### config.mk
export PLATFORM = sky130hd
export DESIGN_NAME = pc_sequencer_flat
export DESIGN_NICKNAME = d
export VERILOG_FILES = /design/src/rtl/pc_sequencer_if.sv /design/src/rtl/pc_sequencer.sv /design/src/flat_wrapper.sv
export SDC_FILE = /design/constraint.sdc
export NUM_CORES = 1
export LEC_CHECK = 0
export ABC_AREA = 1
export CAP_MARGIN = 25
export CORE_AREA = 2 2 60 62
export DETAILED_ROUTE_END_ITERATION = 6
export DIE_AREA = 0 0 62 64
export DONT_BUFFER_PORTS = 1
export HOLD_SLACK_MARGIN = 0.08
export PLACE_DENSITY = 0.53
export SYNTH_ARGS = -nofsm -noshare
export SYNTH_HDL_FRONTEND = slang
export SYNTH_SLANG_ARGS = --single-unit
### constraint.sdc
create_clock -name clka -period 1.7 [get_ports clka]
set_clock_uncertainty 0.05 [all_clocks]
set_input_delay 0 -clock clka [delete_from_list [all_inputs] [get_ports clka]]
set_output_delay 0 -clock clka [all_outputs]
set_load 0.05 [all_outputs]
### src/rtl/pc_sequencer_if.sv
// Bus bundle between the pc_sequencer and its surroundings (instruction
// memory handshake, decode flags, execute unit, PC control).
interface pc_sequencer_if #(
    parameter int CNT_BITS = 8
);
    logic                run;
    logic                fetch_ack;
    logic                is_branch;
    logic                br_taken;
    logic                is_jump;
    logic                is_halt;
    logic                exec_busy;
    logic                resume;
    logic                step;
    logic                fetch_req;
    logic                ir_load;
    logic                exec_en;
    logic                pc_latch_data;
    logic [1:0]          pc_ctl;
    logic                halted;
    logic [CNT_BITS-1:0] instr_count;

    // Sequencer side
    modport master (
        input  run, fetch_ack, is_branch, br_taken, is_jump, is_halt,
               exec_busy, resume, step,
        output fetch_req, ir_load, exec_en, pc_latch_data, pc_ctl,
               halted, instr_count
    );

    // Environment side
    modport slave (
        output run, fetch_ack, is_branch, br_taken, is_jump, is_halt,
               exec_busy, resume, step,
        input  fetch_req, ir_load, exec_en, pc_latch_data, pc_ctl,
               halted, instr_count
    );
endinterface

### src/rtl/pc_sequencer.sv
// Instruction sequencer: FETCH -> DECODE -> EXEC -> UPDATE, with HALT/resume and a
// retired-instruction counter. Optional PC_SINGLE_STEP_EN gates each instruction on step.
module pc_sequencer #(
    parameter int CNT_BITS = 8
) (
    input  logic           clka,
    input  logic           reset,
    pc_sequencer_if.master bus
);

    typedef enum logic [2:0] {
        ST_IDLE   = 3'd0,
        ST_FETCH  = 3'd1,
        ST_DECODE = 3'd2,
        ST_EXEC   = 3'd3,
        ST_UPDATE = 3'd4,
        ST_HALT   = 3'd5
    } state_t;

    localparam logic [1:0]          SEL_INC  = 2'b00;
    localparam logic [1:0]          SEL_REL  = 2'b01;
    localparam logic [1:0]          SEL_JMP  = 2'b10;
    localparam logic [CNT_BITS-1:0] CNT_ZERO = {CNT_BITS{1'b0}};
    localparam logic [CNT_BITS-1:0] CNT_ONE  = CNT_BITS'(1);

    state_t              state_r;
    state_t              state_s;
    logic [1:0]          sel_r;
    logic [1:0]          sel_s;
    logic [CNT_BITS-1:0] count_r;

    logic       fetch_req_s, ir_load_s, exec_en_s, pc_latch_s, halted_s;
    logic [1:0] pc_ctl_s;
    logic       fetch_req_r, ir_load_r, exec_en_r, pc_latch_r, halted_r;
    logic [1:0] pc_ctl_r;
    logic       go_s;

`ifdef PC_SINGLE_STEP_EN
    assign go_s = bus.run & bus.step;
`else
    logic step_unused_s;
    assign step_unused_s = bus.step;
    assign go_s          = bus.run;
`endif

    // Next-state and PC-select capture
    always_comb begin
        state_s = state_r;
        sel_s   = sel_r;
        case (state_r)
            ST_IDLE: begin
                if (go_s) state_s = ST_FETCH;
                else      state_s = ST_IDLE;
            end
            ST_FETCH: begin
                if (bus.fetch_ack) state_s = ST_DECODE;
                else               state_s = ST_FETCH;
            end
            ST_DECODE: begin
                // halt outranks jump, jump outranks a taken branch
                if (bus.is_halt) begin
                    sel_s   = SEL_INC;
                    state_s = ST_HALT;
                end else begin
                    if (bus.is_jump)                      sel_s = SEL_JMP;
                    else if (bus.is_branch && bus.br_taken) sel_s = SEL_REL;
                    else                                  sel_s = SEL_INC;
                    state_s = ST_EXEC;
                end
            end
            ST_EXEC: begin
                if (bus.exec_busy) state_s = ST_EXEC;
                else               state_s = ST_UPDATE;
            end
            ST_UPDATE: begin
`ifdef PC_SINGLE_STEP_EN
                state_s = ST_IDLE;
`else
                if (bus.run) state_s = ST_FETCH;
                else         state_s = ST_IDLE;
`endif
            end
            ST_HALT: begin
                // resuming retires the halt itself and steps past it
                if (bus.resume) begin
                    sel_s   = SEL_INC;
                    state_s = ST_UPDATE;
                end else begin
                    state_s = ST_HALT;
                end
            end
            default: begin
                sel_s   = SEL_INC;
                state_s = ST_IDLE;
            end
        endcase
    end

    // Output decode of the upcoming state, so the output flops track the state register
    always_comb begin
        fetch_req_s = 1'b0;
        ir_load_s   = 1'b0;
        exec_en_s   = 1'b0;
        pc_latch_s  = 1'b0;
        pc_ctl_s    = SEL_INC;
        halted_s    = 1'b0;
        case (state_s)
            ST_IDLE:   fetch_req_s = 1'b0;
            ST_FETCH:  fetch_req_s = 1'b1;
            ST_DECODE: ir_load_s   = 1'b1;
            ST_EXEC:   exec_en_s   = 1'b1;
            ST_UPDATE: begin
                pc_latch_s = 1'b1;
                pc_ctl_s   = sel_s;
            end
            ST_HALT:   halted_s    = 1'b1;
            default:   halted_s    = 1'b0;
        endcase
    end

    // State, select and output registers
    always_ff @(posedge clka or negedge reset) begin
        if (!reset) begin
            state_r     <= ST_IDLE;
            sel_r       <= SEL_INC;
            fetch_req_r <= 1'b0;
            ir_load_r   <= 1'b0;
            exec_en_r   <= 1'b0;
            pc_latch_r  <= 1'b0;
            pc_ctl_r    <= SEL_INC;
            halted_r    <= 1'b0;
        end else begin
            state_r     <= state_s;
            sel_r       <= sel_s;
            fetch_req_r <= fetch_req_s;
            ir_load_r   <= ir_load_s;
            exec_en_r   <= exec_en_s;
            pc_latch_r  <= pc_latch_s;
            pc_ctl_r    <= pc_ctl_s;
            halted_r    <= halted_s;
        end
    end

    // Retired-instruction counter, bumped as each UPDATE cycle completes
    always_ff @(posedge clka or negedge reset) begin
        if (!reset) begin
            count_r <= CNT_ZERO;
        end else if (state_r == ST_UPDATE) begin
            count_r <= count_r + CNT_ONE;
        end else begin
            count_r <= count_r;
        end
    end

    assign bus.fetch_req     = fetch_req_r;
    assign bus.ir_load       = ir_load_r;
    assign bus.exec_en       = exec_en_r;
    assign bus.pc_latch_data = pc_latch_r;
    assign bus.pc_ctl        = pc_ctl_r;
    assign bus.halted        = halted_r;
    assign bus.instr_count   = count_r;

endmodule
### src/flat_wrapper.sv
// flat-port wrapper written by rule: the top's interface ports become plain ports
module pc_sequencer_flat 
#(
    parameter int CNT_BITS = 8
)
  (clka, reset, bus_run, bus_fetch_ack, bus_is_branch, bus_br_taken, bus_is_jump, bus_is_halt, bus_exec_busy, bus_resume, bus_step, bus_fetch_req, bus_ir_load, bus_exec_en, bus_pc_latch_data, bus_pc_ctl, bus_halted, bus_instr_count);
  pc_sequencer_if #(.CNT_BITS(CNT_BITS)) bus_i ();
  input  logic clka;
  input  logic reset;
  input wire logic [$bits(bus_i.run)-1:0] bus_run;
  input wire logic [$bits(bus_i.fetch_ack)-1:0] bus_fetch_ack;
  input wire logic [$bits(bus_i.is_branch)-1:0] bus_is_branch;
  input wire logic [$bits(bus_i.br_taken)-1:0] bus_br_taken;
  input wire logic [$bits(bus_i.is_jump)-1:0] bus_is_jump;
  input wire logic [$bits(bus_i.is_halt)-1:0] bus_is_halt;
  input wire logic [$bits(bus_i.exec_busy)-1:0] bus_exec_busy;
  input wire logic [$bits(bus_i.resume)-1:0] bus_resume;
  input wire logic [$bits(bus_i.step)-1:0] bus_step;
  output wire logic [$bits(bus_i.fetch_req)-1:0] bus_fetch_req;
  output wire logic [$bits(bus_i.ir_load)-1:0] bus_ir_load;
  output wire logic [$bits(bus_i.exec_en)-1:0] bus_exec_en;
  output wire logic [$bits(bus_i.pc_latch_data)-1:0] bus_pc_latch_data;
  output wire logic [$bits(bus_i.pc_ctl)-1:0] bus_pc_ctl;
  output wire logic [$bits(bus_i.halted)-1:0] bus_halted;
  output wire logic [$bits(bus_i.instr_count)-1:0] bus_instr_count;
  assign bus_i.run = bus_run;
  assign bus_i.fetch_ack = bus_fetch_ack;
  assign bus_i.is_branch = bus_is_branch;
  assign bus_i.br_taken = bus_br_taken;
  assign bus_i.is_jump = bus_is_jump;
  assign bus_i.is_halt = bus_is_halt;
  assign bus_i.exec_busy = bus_exec_busy;
  assign bus_i.resume = bus_resume;
  assign bus_i.step = bus_step;
  assign bus_fetch_req = bus_i.fetch_req;
  assign bus_ir_load = bus_i.ir_load;
  assign bus_exec_en = bus_i.exec_en;
  assign bus_pc_latch_data = bus_i.pc_latch_data;
  assign bus_pc_ctl = bus_i.pc_ctl;
  assign bus_halted = bus_i.halted;
  assign bus_instr_count = bus_i.instr_count;
  pc_sequencer #(.CNT_BITS(CNT_BITS)) u_core (.clka(clka), .reset(reset), .bus(bus_i));
endmodule
### Word-level counts from Yosys, hierarchy flattened

Cells that the tools add are included.

| cells by class | value |
|---|---|
| add/sub/neg operators | 1 |
| eq/ne operators | 10 |
| multiplexer cells | 17 |
| reduce and logical (&&, ||, !) cells | 4 |

Operators by type and width:

| cell | count |
|---|---|
| 3-bit one-hot mux with 5 select lines | 1 |
| 3-bit by 2-bit equality test with 1-bit output, second input constant | 4 |
| 3-bit equality test, second input constant | 4 |
| 2-bit two-way mux | 5 |
| 8-bit by 1-bit adder with 8-bit output, second input constant | 1 |
| 1-bit two-way mux | 8 |
| 3-bit by 1-bit equality test with 1-bit output, second input constant | 2 |
| 3-bit two-way mux | 2 |
| 2-bit one-hot mux with 3 select lines | 1 |
| 4-bit OR reduction | 1 |
| 3-bit zero test | 1 |
| 2-bit OR reduction | 1 |
| 1-bit logical AND | 1 |

| word-level totals | value |
|---|---|
| bits in registers | 20 |
| bits of input ports | 11 |
| output and inout bits | 15 |
| word-level logic and storage cells | 41 |

### Depth between registers and ports, before layout

| depth | value |
|---|---|
| depth in word-level cells | 6 |
| depth in mapped cells | 8 |
| gate-level depth less buffers | 7 |

### Worst setup path after synthesis

Ideal clock, no wire load.

| path | value |
|---|---|
| path kind | flip-flop to flip-flop |
| start point | register u_core.count_r[0], in the netlist u_core.bus.instr_count[0] |
| end point | register u_core.count_r[6], in the netlist u_core.bus.instr_count[6] |
| library setup time | 0.082 ns |
| data arrival time | 1.325 ns |
| data required time | 1.568 ns |
| setup slack | 0.243 ns |
| stages on the path, launching flop included | 5 |
| buffers on the path | 0 |
| clock period less this slack | 1.457 ns |
| cell sequence | dfrtp_1 -> ha_1 -> nand3_1 -> nor3_2 -> xor2_1 |

| between the ends | value |
|---|---|
| cells in the longest elaborated chain, start to end | 1 |

Ends and longest elaborated chain:

| element | RTL line | RTL |
|---|---|---|
| start, declared | pc_sequencer.sv:30 | `logic [CNT_BITS-1:0] count_r;` |
| start signal, assigned | pc_sequencer.sv:149 | `count_r <= count_r + CNT_ONE;` |
| start signal, assigned | pc_sequencer.sv:151 | `count_r <= count_r;` |
| 8-bit by 1-bit adder with 8-bit output | pc_sequencer.sv:149 |  |

No other way between the ends.
A chain may end at the register's enable or synchronous reset.

### Worst setup path in the final report

| path | value |
|---|---|
| start point | register u_core.state_r[0] |
| end point | register u_core.exec_en_r, in the netlist u_core.bus.exec_en |

| between the ends | value |
|---|---|
| cells in the longest elaborated chain, start to end | 5 |
| elaborated cells between the ends (all ways) | 10 |
| classes of those cells | eq/ne: 6; mux: 2; reduce/logical: 2 |

Ends and longest elaborated chain:

| element | RTL line | RTL |
|---|---|---|
| start, declared | pc_sequencer.sv:26 | `state_t state_r;` |
| start signal, assigned | pc_sequencer.sv:133 | `state_r <= state_s;` |
| 3-bit equality test or 3-bit zero test (tied branches) | pc_sequencer.sv:50 | `case (state_r)` |
| 2-bit OR reduction (no source line) | n/a |  |
| 3-bit one-hot mux with 5 select lines * | pc_sequencer.sv:50 |  |
| 3-bit by 2-bit equality test with 1-bit output * | pc_sequencer.sv:107 | `case (state_s)` |
| 1-bit two-way mux * | pc_sequencer.sv:107 |  |
| net u_core.exec_en_s | pc_sequencer.sv:32 | `logic fetch_req_s, ir_load_s, exec_en_s, pc_latch_s, halted_s;` |
| end signal, assigned | pc_sequencer.sv:137 | `exec_en_r <= exec_en_s;` |
| end, declared | pc_sequencer.sv:34 | `logic fetch_req_r, ir_load_r, exec_en_r, pc_latch_r, halted_r;` |

Mark *: on every way through the listed nets, which the timed path passes. The rest lies on a longest branch.

==> results.md <==
- Crit-path cells: inv_2 -> nand4_2 -> nand2_1 -> dlygate4sd3_1
- Clock buffer depth: 2
- Worst vdd ir: 0.000525 V
- Max Freq: 656 MHz
- Total GRT Usage: 9.70%
- DRC Markers: 0
- CTS tree: yes
- Max-slew violations: 0
- Layout cell share with drive strength beyond 1: 19.8%
- Post-synth top area share: 52.4%
- CTS sink cnt: 20
- N_diodes: 0
- CP Launch Type: flop
- Iteration-0 DRC Markers: 18
- Initial antenna violation count: 0
- Post-synth EDFFs: 0
- Starting density of the core: 29.1%
- CTS root buffer: clkbuf_4
- First-pass GRT wire length: 2.89 mm
- Crit path max fanout: 8
- Die H: 64 um
- Mapped Nets: 118
- Main flop type after synthesis: dfrtp_1
- Worst-Margin Slew: 0.881 ns
- Hold WC Path Type: primary input to async pin
- Multi-input logic area: 369 sq um
- Kind of critical path: flop to flop
- Worst Path Required: 1.84 ns
- Yosys reg bits: 20
- Syn avg cell area: 9.02 sq um
- Number of CTS-inserted buffers: 3
- WP data arrival: 1.66 ns
- Std cell rows: 21
- Setup_tns: 0 ns
- Cells taking the most area after synthesis: dfrtp_1 (52%), nand2_1 (6.3%), nor2_1 (6.3%), nand3_1 (5.8%), inv_1 (5.5%)
- Crit. End Element: flop
- Final period util: 89.6%
- Port Buf Inserts: 0
- CTS clk-pin slew, worst paths: 0.11 ns
- WP buf/inv: 2
- Slew HR: 41.1%
- Nets: 139
- Core outline area: 0.00328 sq mm
- Final WS setup: 0.177 ns
- Yosys top cell by area: dfrtp_1
- Pre-CTS setup slack: 0.362 ns
- Routability Congestion: 0.716
- P_leak: 0.620 nW
- Cell family with most CP delay: buffers and inverters
- Final setup fails: 0
- Register area: 500 sq um
- Unrepaired setup endpoints after global routing: false
- Max-cap violations: 0
- Skew-Pair Late Insertion Delay: 0.29 ns
- Ports: 26
- DR vias/cell: 4.20
- DP HPWL: 1.37 mm
- Yosys warns: 0
- Vias in the first global route: 724
- Power Dens Cells: 1610 mW/mm^2
- Pre-antenna DRT Iters: 4
- Syn Inst Count: 106
- Die Width: 62 um
- Distinct cell type count after synthesis: 23
- Vias: 722
- Wire per inst: 10.3 um
- Largest net degree at the start of global routing: 21
- Post-Syn Area: 956 sq um
- Seq/Total Area, Yosys: 52.4%
- Fin. Hold Viols: 0
- Post-synth ARST share: 100%
- Status: complete, no violations
- Final wirelength: 1.76 mm
- DIE AREA: 0.00397 sq mm
- CP max-delay cell: dlygate4sd3_1
- Post-layout min period: 1.52 ns
- Area Overhead vs Synth: 24.6%
- Final ANT Viol Nets: 0
- H-Tree Depth: 1
- GR Overflow Total: 0
- Worst path max stage delay: 0.55 ns
- # fillers: 361
cells in the final DEF, fill, tap and decap left out, drive strengths merged:
master and instances:
buf 8, clkbuf 4, clkinv 1, dfrtp 20, dlygate4sd3 10, ha 1, inv 17, mux2 1
nand2 17, nand3 12, nand3b 1, nand4 4, nor2 21, nor3 1, o21ai 3, xnor2 2
xor2 3
path summary, 6_finish.rpt:
path | from | end | slack (ns) | cells after the start
worst max-delay path | u_core.state_r[0]$_DFF_PN0_ | u_core.bus.exec_en$_DFF_PN0_ | 0.18 | 4
worst min-delay path | reset | u_core.bus.instr_count[6]$_DFFE_PN0N_ | 0.21 | 1
worst max register to register | u_core.state_r[0]$_DFF_PN0_ | u_core.bus.exec_en$_DFF_PN0_ | 0.18 | 4
worst min register to register | u_core.bus.instr_count[6]$_DFFE_PN0N_ | u_core.bus.instr_count[6]$_DFFE_PN0N_ | 0.46 | 1
max in group asynchronous | reset | u_core.state_r[1]$_DFF_PN0_ | 0.85 | 1
min in group clka | bus_fetch_ack | u_core.bus.ir_load$_DFF_PN0_ | 0.40 | 3
through the flow:
stage	hold WS, ns	total power (W)	instances	area, sq um	utilization [%]
final	0.207	0.00192	172	1190	36.3
after global routing	0.287	0.00206	172	1190	36.3
after CTS	0.249	0.00195	172	1190	36.3
after detailed placement	-0.345	0.00164	158	1050	32.1
after global placement	-0.345	0.00162	158	1050	32.1
after floorplan	-0.346	0.00150	106	956	-
power breakdown:
group / total [W] / leakage (nW) / internal, W / switching [W]
clock network: 0.000269 / 0.0210 / 0.000130 / 0.000139
registers: 0.000906 / 0.267 / 0.000607 / 0.000299
logic: 0.000743 / 0.332 / 0.000259 / 0.000484
total: 0.00192 / 0.620 / 0.000997 / 0.000921
cell usage after synthesis, types with 2 or more instances:
cell type and instances:
nor2_1 16, inv_2 3, o21ai_0 2, xor2_1 3
xnor2_1 2, nand4_1 3, nor2_4 2, nand3_1 11
nand2_1 16, dfrtp_1 20, inv_1 14, nor2_2 3
sequential cells by signal (all words and copies together) (netlist names):
register and cells:
u_core.bus.fetch_req 1, u_core.bus.pc_ctl 2, u_core.state_r 3, u_core.bus.ir_load 1, u_core.bus.pc_latch_data 1, u_core.bus.instr_count 8, u_core.sel_r 2, u_core.bus.exec_en 1
u_core.bus.halted 1
timing repair:
action	4_1_cts	5_1_grt
endpoints found under the hold margin	32	0
hold buffers	10	0
buffers inserted	0	0
resized for setup	0	0
kinds of logic (layout without fill, tap and decap cells):
logic type	after synthesis	after routing	synth area share, %
buffers and inverters	20	40	9.03
AOI/OAI and AO/OA	3	3	1.57
and+or+nand+nor	56	56	30.0
xor gates and xnor gates	5	5	4.58
adders and majority gates	1	1	1.31
muxes	1	1	1.18
DFF	20	20	52.4
routing by layer:
layer / track usage [%] / routed length (um) / up-vias
met5: 0 / 0 / -
met4: 5.59 / 22 / 0
met3: 1.42 / 88 / 2
met2: 15.6 / 854 / 20
met1: 11.8 / 798 / 334
li1: - / - / 366
cell type report:
| class | count | area share [%] |
|---|---|---|
| tap | 46 | 4.83 |
| multi-input combinational | 66 | 31.0 |
| sequential | 20 | 42.0 |
| clock buffer | 4 | 3.05 |
| inverter | 18 | 5.67 |
| timing repair buffer | 18 | 13.4 |
No activity file was read; power rests on OpenSTA's default activity.
